==> src/rtl/alu_op_sequencer.sv <==
// Issue stage for the 8-bit combinational alu: queues (a, b, op) requests in a FIFO,
// drives one at a time onto registered alu inputs and returns each result with its opcode.
//
// state | meaning
// IDLE  | no request in flight; pop the FIFO head as soon as one is queued
// DRIVE | alu_*_o settled for one cycle; capture alu_res_i at the next edge
// HOLD  | response valid; wait for rsp_ready_i, then pop the next head or go idle
module alu_op_sequencer #(
  parameter int DATA_W = 8,
  parameter int OP_W   = 3,
  parameter int DEPTH  = 4
) (
  input  logic                     clk_i,
  input  logic                     rst_i,
  input  logic                     req_valid_i,
  output logic                     req_ready_o,
  input  logic [DATA_W-1:0]        req_a_i,
  input  logic [DATA_W-1:0]        req_b_i,
  input  logic [OP_W-1:0]          req_op_i,
  output logic [DATA_W-1:0]        alu_a_o,
  output logic [DATA_W-1:0]        alu_b_o,
  output logic [OP_W-1:0]          alu_op_o,
  input  logic [DATA_W-1:0]        alu_res_i,
  output logic                     rsp_valid_o,
  input  logic                     rsp_ready_i,
  output logic [DATA_W-1:0]        rsp_res_o,
  output logic [OP_W-1:0]          rsp_op_o,
  output logic [$clog2(DEPTH):0]   count_o
);

  localparam int AW = $clog2(DEPTH);
  localparam int CW = AW + 1;
  localparam logic [CW-1:0] FULL_CNT = CW'(DEPTH);

  localparam logic [1:0] S_IDLE  = 2'd0;
  localparam logic [1:0] S_DRIVE = 2'd1;
  localparam logic [1:0] S_HOLD  = 2'd2;

  logic [DATA_W-1:0] r_mem_a  [DEPTH];
  logic [DATA_W-1:0] r_mem_b  [DEPTH];
  logic [OP_W-1:0]   r_mem_op [DEPTH];

  logic [AW-1:0]     r_wr_ptr;
  logic [AW-1:0]     r_rd_ptr;
  logic [CW-1:0]     r_count;
  logic [1:0]        r_state;
  logic [DATA_W-1:0] r_alu_a;
  logic [DATA_W-1:0] r_alu_b;
  logic [OP_W-1:0]   r_alu_op;
  logic              r_rsp_valid;
  logic [DATA_W-1:0] r_rsp_res;
  logic [OP_W-1:0]   r_rsp_op;

  logic              w_full;
  logic              w_empty;
  logic              w_push;
  logic              w_pop;
  logic [1:0]        w_state_nxt;

  assign w_full  = (r_count == FULL_CNT);
  assign w_empty = (r_count == '0);
  // Ready depends only on occupancy, so a full FIFO never accepts even while popping.
  assign w_push  = req_valid_i && !w_full;
  assign w_pop   = !w_empty &&
                   ((r_state == S_IDLE) || ((r_state == S_HOLD) && rsp_ready_i));

  always_comb begin
    w_state_nxt = r_state;
    case (r_state)
      S_IDLE:  if (!w_empty) w_state_nxt = S_DRIVE;
      S_DRIVE: w_state_nxt = S_HOLD;
      S_HOLD:  if (rsp_ready_i) w_state_nxt = w_empty ? S_IDLE : S_DRIVE;
      default: w_state_nxt = S_IDLE;
    endcase
  end

  always_ff @(posedge clk_i) begin
    if (w_push) begin
      r_mem_a[r_wr_ptr]  <= req_a_i;
      r_mem_b[r_wr_ptr]  <= req_b_i;
      r_mem_op[r_wr_ptr] <= req_op_i;
    end
  end

  always_ff @(posedge clk_i) begin
    if (rst_i) begin
      r_wr_ptr    <= '0;
      r_rd_ptr    <= '0;
      r_count     <= '0;
      r_state     <= S_IDLE;
      r_alu_a     <= '0;
      r_alu_b     <= '0;
      r_alu_op    <= '0;
      r_rsp_valid <= 1'b0;
      r_rsp_res   <= '0;
      r_rsp_op    <= '0;
    end else begin
      r_state <= w_state_nxt;

      if (w_push) r_wr_ptr <= r_wr_ptr + 1'b1;

      if (w_pop) begin
        r_rd_ptr <= r_rd_ptr + 1'b1;
        r_alu_a  <= r_mem_a[r_rd_ptr];
        r_alu_b  <= r_mem_b[r_rd_ptr];
        r_alu_op <= r_mem_op[r_rd_ptr];
      end

      case ({w_push, w_pop})
        2'b10:   r_count <= r_count + 1'b1;
        2'b01:   r_count <= r_count - 1'b1;
        default: r_count <= r_count;
      endcase

      if (r_state == S_DRIVE) begin
        r_rsp_res   <= alu_res_i;
        r_rsp_op    <= r_alu_op;
        r_rsp_valid <= 1'b1;
      end else if ((r_state == S_HOLD) && rsp_ready_i) begin
        r_rsp_valid <= 1'b0;
      end
    end
  end

  assign req_ready_o = !w_full;
  assign alu_a_o     = r_alu_a;
  assign alu_b_o     = r_alu_b;
  assign alu_op_o    = r_alu_op;
  assign rsp_valid_o = r_rsp_valid;
  assign rsp_res_o   = r_rsp_res;
  assign rsp_op_o    = r_rsp_op;
  assign count_o     = r_count;

endmodule

==> config.mk <==
export PLATFORM = sky130hd
export DESIGN_NAME = alu_op_sequencer
export DESIGN_NICKNAME = d
export VERILOG_FILES = /design/src/rtl/alu_op_sequencer.sv
export SDC_FILE = /design/constraint.sdc
export NUM_CORES = 1
export LEC_CHECK = 0
export ABC_AREA = 1
export CAP_MARGIN = 20
export CORE_MARGIN = 2
export CORE_UTILIZATION = 55
export DETAILED_ROUTE_END_ITERATION = 8
export PLACE_DENSITY = 0.89
export SLEW_MARGIN = 10
export SYNTH_ARGS = -nofsm -noshare
export SYNTH_HDL_FRONTEND = slang
export SYNTH_SLANG_ARGS = --single-unit
export TNS_END_PERCENT = 1
==> constraint.sdc <==
create_clock -name clk_i -period 2.05 [get_ports clk_i]
set_input_delay 0.205 -clock clk_i [delete_from_list [all_inputs] [get_ports clk_i]]
set_output_delay 0.205 -clock clk_i [all_outputs]
set_load 0.01 [all_outputs]
Word-level counts from Yosys, hierarchy flattened
Memories as Yosys holds them, arrays and structs flattened. A register that Yosys moved wholly into a read port is not among the register bits.
Cells that the tools add are included.
{ "word_totals": {"input_bits": 31, "ramBits": 76, "memories": 3, "out_inout_bits": 35, "register_bits": 21} }
{ "memory_table": {"columns": ["name", "depth", "word_bits", "read_ports", "rd_ports_with_merged_regs", "write_ports", "line_no", "text"], "rows": [
  ["r_mem_a", 4, 8, 1, 1, 1, "39", "logic [DATA_W-1:0] r_mem_a [DEPTH];"],
  ["r_mem_b", 4, 8, 1, 1, 1, "40", "logic [DATA_W-1:0] r_mem_b [DEPTH];"],
  ["r_mem_op", 4, 3, 1, 1, 1, "41", "logic [OP_W-1:0] r_mem_op [DEPTH];"]
]} }
{ "op_classes": {"addsub": 4, "reduce_logical": 11, "muxes": 9, "eq_ne": 7} }
{ "ops": {"columns": ["operator", "count"], "rows": [
  ["2-bit one-hot mux with 3 select lines", 1],
  ["3-bit one-hot mux with 2 select lines", 1],
  ["1-bit 2-to-1 mux", 5],
  ["2-bit by 1-bit adder with 2-bit output (second input constant)", 2],
  ["2-bit by 1-bit equality test with 1-bit output (second input constant)", 2],
  ["2-bit equality test (second input constant)", 2],
  ["2-bit 2-to-1 mux", 2],
  ["2-bit inequality test (second input constant)", 2],
  ["2-bit nonzero test", 2],
  ["3-bit by 1-bit adder with 3-bit output (second input constant)", 1],
  ["3-bit equality test (second input constant)", 1],
  ["1-bit logical AND", 3],
  ["3-bit zero test", 1],
  ["3-bit by 1-bit subtractor with 3-bit output (second input constant)", 1],
  ["1-bit zero test", 2],
  ["2-bit zero test", 1],
  ["2-bit AND reduction", 1],
  ["1-bit logical OR", 1]
]} }

Depth between registers and ports, before layout
{ "logic_depth": {"word_depth": 6, "depth_mapped": 13, "depth_no_buf": 13} }

Least setup slack after synthesis
OpenSTA, ideal clock, no wires.
{ "synth_path": {"path_type": "flip-flop to flip-flop", "start": "register r_count[1], in the netlist count_o[1]", "end": "memory r_mem_a[0][0], enable pin", "n_path_buf": 0, "arrival_ps": 1678, "setup_slack_ps": -23, "period_less_slack_ps": 2073, "path_stages_with_launch": 5, "cell_sequence": "dfxtp_1 > inv_1 > nand3_1 > nand2_1 > nor2_1"} }
{ "synth_between": {"elab_chain_len": 5} }
{ "synth_rtl": {"columns": ["item", "line_no", "text"], "rows": [
  ["start, declared", "45", "logic [CW-1:0] r_count;"],
  ["start signal, assigned", "110", "2'b10: r_count <= r_count + 1'b1;"],
  ["start signal, assigned", "111", "2'b01: r_count <= r_count - 1'b1;"],
  ["start signal, assigned", "112", "default: r_count <= r_count;"],
  ["3-bit equality test", "60", "assign w_full = (r_count == FULL_CNT);"],
  ["1-bit zero test", null, null],
  ["net req_ready_o", "16", "output logic req_ready_o,"],
  ["1-bit logical AND", "63", "assign w_push = req_valid_i && !w_full;"],
  ["1-bit 2-to-1 mux", "78", "if (w_push) begin"],
  ["1-bit 2-to-1 mux (not written as such)", "79", "r_mem_a[r_wr_ptr] <= req_a_i;"],
  ["end, declared", "39", null]
]} }
The timed path passes the listed nets, and every way through them passes these cells.

Final worst setup path
{ "layout_path": {"start": "register r_count[1], in the netlist count_o[1]", "end": "output req_ready_o"} }
{ "layout_between": {"elab_chain_len": 2} }
{ "layout_rtl": {"columns": ["item", "line_no", "text"], "rows": [
  ["3-bit equality test", "60", null],
  ["1-bit zero test", "125", "assign req_ready_o = !w_full;"],
  ["end, declared", "16", null]
]} }
Every way passes these cells.

==> metrics.yaml <==
synthesis:
  yosys.area.top_type: "edfxtp_1"
  yosys_warnings: 0
  async_flop_share_pct: 0
  syn_nets: 574
  ys_ff_latch: 116
  synth_most_common_cell: "nand2_1"
  synth_flop_cell: "edfxtp_1"
  syn_area_mm2: 0.00488
  synthTopCellsByCount: "nand2_1, inv_1, edfxtp_1, nor2_1, nand3_1"
  synth_seq_area_share_pct: 63.1
  synth_area_leaders: "edfxtp_1, dfxtp_1, nand2_1"
  synth_top_area_share_pct: 46.7
  syn_area_per_cell_um2: 9.09
  synthCells: 537
  ys_types: 21
  synth_edf_count: 76
grt:
  grt_pass1_wl_mm: 17.8
  grtUsageTotal_pct: 24.2
  grt_overflow: 0
  grt_pass1_vias: 3776
  grt_max_degree: 42
  antenna_found_initial: 0
cells_and_area:
  n_antenna_cell: 0
  multi_input_area_mm2: 0.00124
  fin_nets: 647
  drive_gt1_share_pct: 7.54
  finalInstanceArea_mm2: 0.00619
  area_growth_pct: 26.7
  utilization_pct: 71.3
  fillerInstances: 565
  seq_area_mm2: 0.00308
timing:
  finalMaxSlewViolations: 0
  max_freq_mhz: 541
  post-route-min-period_ns: 1.85
  tightest_slew_ns: 0.800
  relSlewSlack_pct: 46.6
  skew_ns: 0.00821
  finalSetupViolCount: 0
  rsz0062_at_grt: "no"
  hold_viol_final: 0
  fin_crit_sh_pct: 90.2
setup_path:
  cp-startpoint: "count_o[1]$_SDFFE_PP0P_"
  rr_worst_depth: 13
  critPathCapture: "req_ready_o"
  critPathCaptureType: "output pin"
  rrSetupSlack_ns: 0.24
  r2r-end: "count_o[2]$_SDFFE_PP0P_"
  startpoint_type: "register"
  critical_path_peak_fanout: 4
  worstSetupPathType: "register to output pin"
  worstReg2RegStart: "count_o[0]$_SDFFE_PP0P_"
  worstPathRequired_ns: 1.85
  cp.arrival_ns: 1.64
place:
  globalplace.congestion: 0.790
  port_buffers: 65
  dpl_cell_area_mm2: 0.00566
  hpwl_mm: 6.33
clock_network:
  clockRootBuffer: "clkbuf_8"
  cts.sinks: 116
  insertion_delay_ns: 0.51
  htree_levels: 4
  cts_tree: "yes"
  path_clk_slew_ns: 0.06
  hold_buffers: 0
  cts_buffer_depth: 2
  numCtsBuffers: 17
drt:
  drtIter0Drc: 362
  wire_per_inst_um: 15.5
  drt_pass1_iterations: 5
  vias: 3738
  vias_per_cell: 5.11
  drc: 0
  ant_nets: 0
  drt_wl_total_mm: 11.3
flow_run:
  cap_violations: 0
hold_path:
  worstHoldPathType: "input pin to register"
floorplan:
  die_y_um: 98.2
  start_util_pct: 56.3
  core-area_mm2: 0.00868
  die_area_mm2: 0.00965
  rows: 34
  pin_count: 66
  die_x_um: 98.2
pwr:
  ir_worst_vdd_mv: 0.624
  p_leak_nw: 2.80
  power_density_mw_per_mm2: 1370
status:
  status: "finished, final reports clean"
==> flip-flops by register name, summed over array words and instances, names as in the netlist, 2 cells and up <==
register / flops
alu_a_o: 8
alu_b_o: 8
alu_op_o: 3
count_o: 3
r_mem_a: 32
r_mem_b: 32
r_mem_op: 12
r_rd_ptr: 2
r_state: 2
r_wr_ptr: 2
rsp_op_o: 3
rsp_res_o: 8
==> worst max-delay path: stages, from the launching register on <==
cell and delay (ns):
dfxtp_1 0.35, inv_1 0.10, nand3_2 0.13, clkdlybuf4s50_1 0.56
==> metrics by stage <==
stage                     TNS (ns)  power, W  instances  hold WS (ns)  setup slack, ns
after floorplan              -1.73   0.00493        537         0.274          -0.0228
after global placement           0   0.00572        699         0.460          0.00532
after detailed placement   -0.0309   0.00584        699         0.466          -0.0309
after CTS                        0   0.00848        731         0.269            0.124
after global routing             0   0.00896        731         0.285           0.0316
final                            0   0.00848        731         0.285            0.201
==> layout make-up <==
| cell class | count | share of cell area [%] |
|---|---|---|
| clock buffer | 17 | 6.69 |
| clock inverter | 15 | 1.76 |
| inverter | 114 | 6.96 |
| multi-input combinational | 286 | 20.0 |
| sequential | 116 | 49.8 |
| tap | 108 | 2.18 |
| timing repair buffer | 75 | 12.5 |
==> per-layer routing <==
layer | vias up | share of wire (%) | GRT usage, %
li1 | 1793 | - | -
met1 | 1727 | 39 | 27.9
met2 | 187 | 51 | 39.6
met3 | 31 | 7.7 | 6.94
met4 | 0 | 3.1 | 15.6
met5 | - | 0 | 0
==> power breakdown <==
group / switching, W / internal [W] / total (W)
Clock: 0.00107 / 0.00148 / 0.00255
Combinational: 0.00173 / 0.00108 / 0.00281
Sequential: 0.000195 / 0.00292 / 0.00312
==> cells by family after synthesis <==
group	count (synthesis)	share of synthesized area [%]
fa+ha+maj	6	1.69
flops	116	63.1
compound gates	25	2.72
buf+inv	135	11.6
simple gates	255	20.9
==> worst min-delay path by stage <==
stage,from,to,slack [ns],cells after the start
after floorplan,rst_i,r_rd_ptr[1]$_SDFFE_PP0P_,0.27,1
after global placement,alu_op_o[0]$_SDFFE_PP0P_,rsp_op_o[0]$_SDFFE_PP0P_,0.46,2
after detailed placement,alu_op_o[1]$_SDFFE_PP0P_,rsp_op_o[1]$_SDFFE_PP0P_,0.47,2
after CTS,alu_res_i[3],rsp_res_o[3]$_SDFFE_PP0P_,0.27,3
after global routing,alu_res_i[3],rsp_res_o[3]$_SDFFE_PP0P_,0.29,3
final,alu_res_i[3],rsp_res_o[3]$_SDFFE_PP0P_,0.28,3
==> cell usage in the layout (no fill, tap or decap), types with 3 or more instances in the layout <==
cell	Yosys	layout
edfxtp_1	76	76
o21ai_0	14	14
inv_6	0	3
nand3_1	45	44
inv_1	113	113
clkbuf_16	0	16
nor2_1	63	63
dfxtp_1	40	40
buf_12	0	4
a21oi_1	8	8
nand2_1	145	145
clkinvlp_4	0	6
clkinv_2	0	4
ha_1	5	5
clkdlybuf4s50_1	0	65
buf_4	2	6
==> what timing repair did <==
action,CTS,global route
buffers inserted,0,0
gates resized for setup,0,1
endpoints found under the setup margin,0,1
Note: power is estimated with default switching activity, not from simulation.
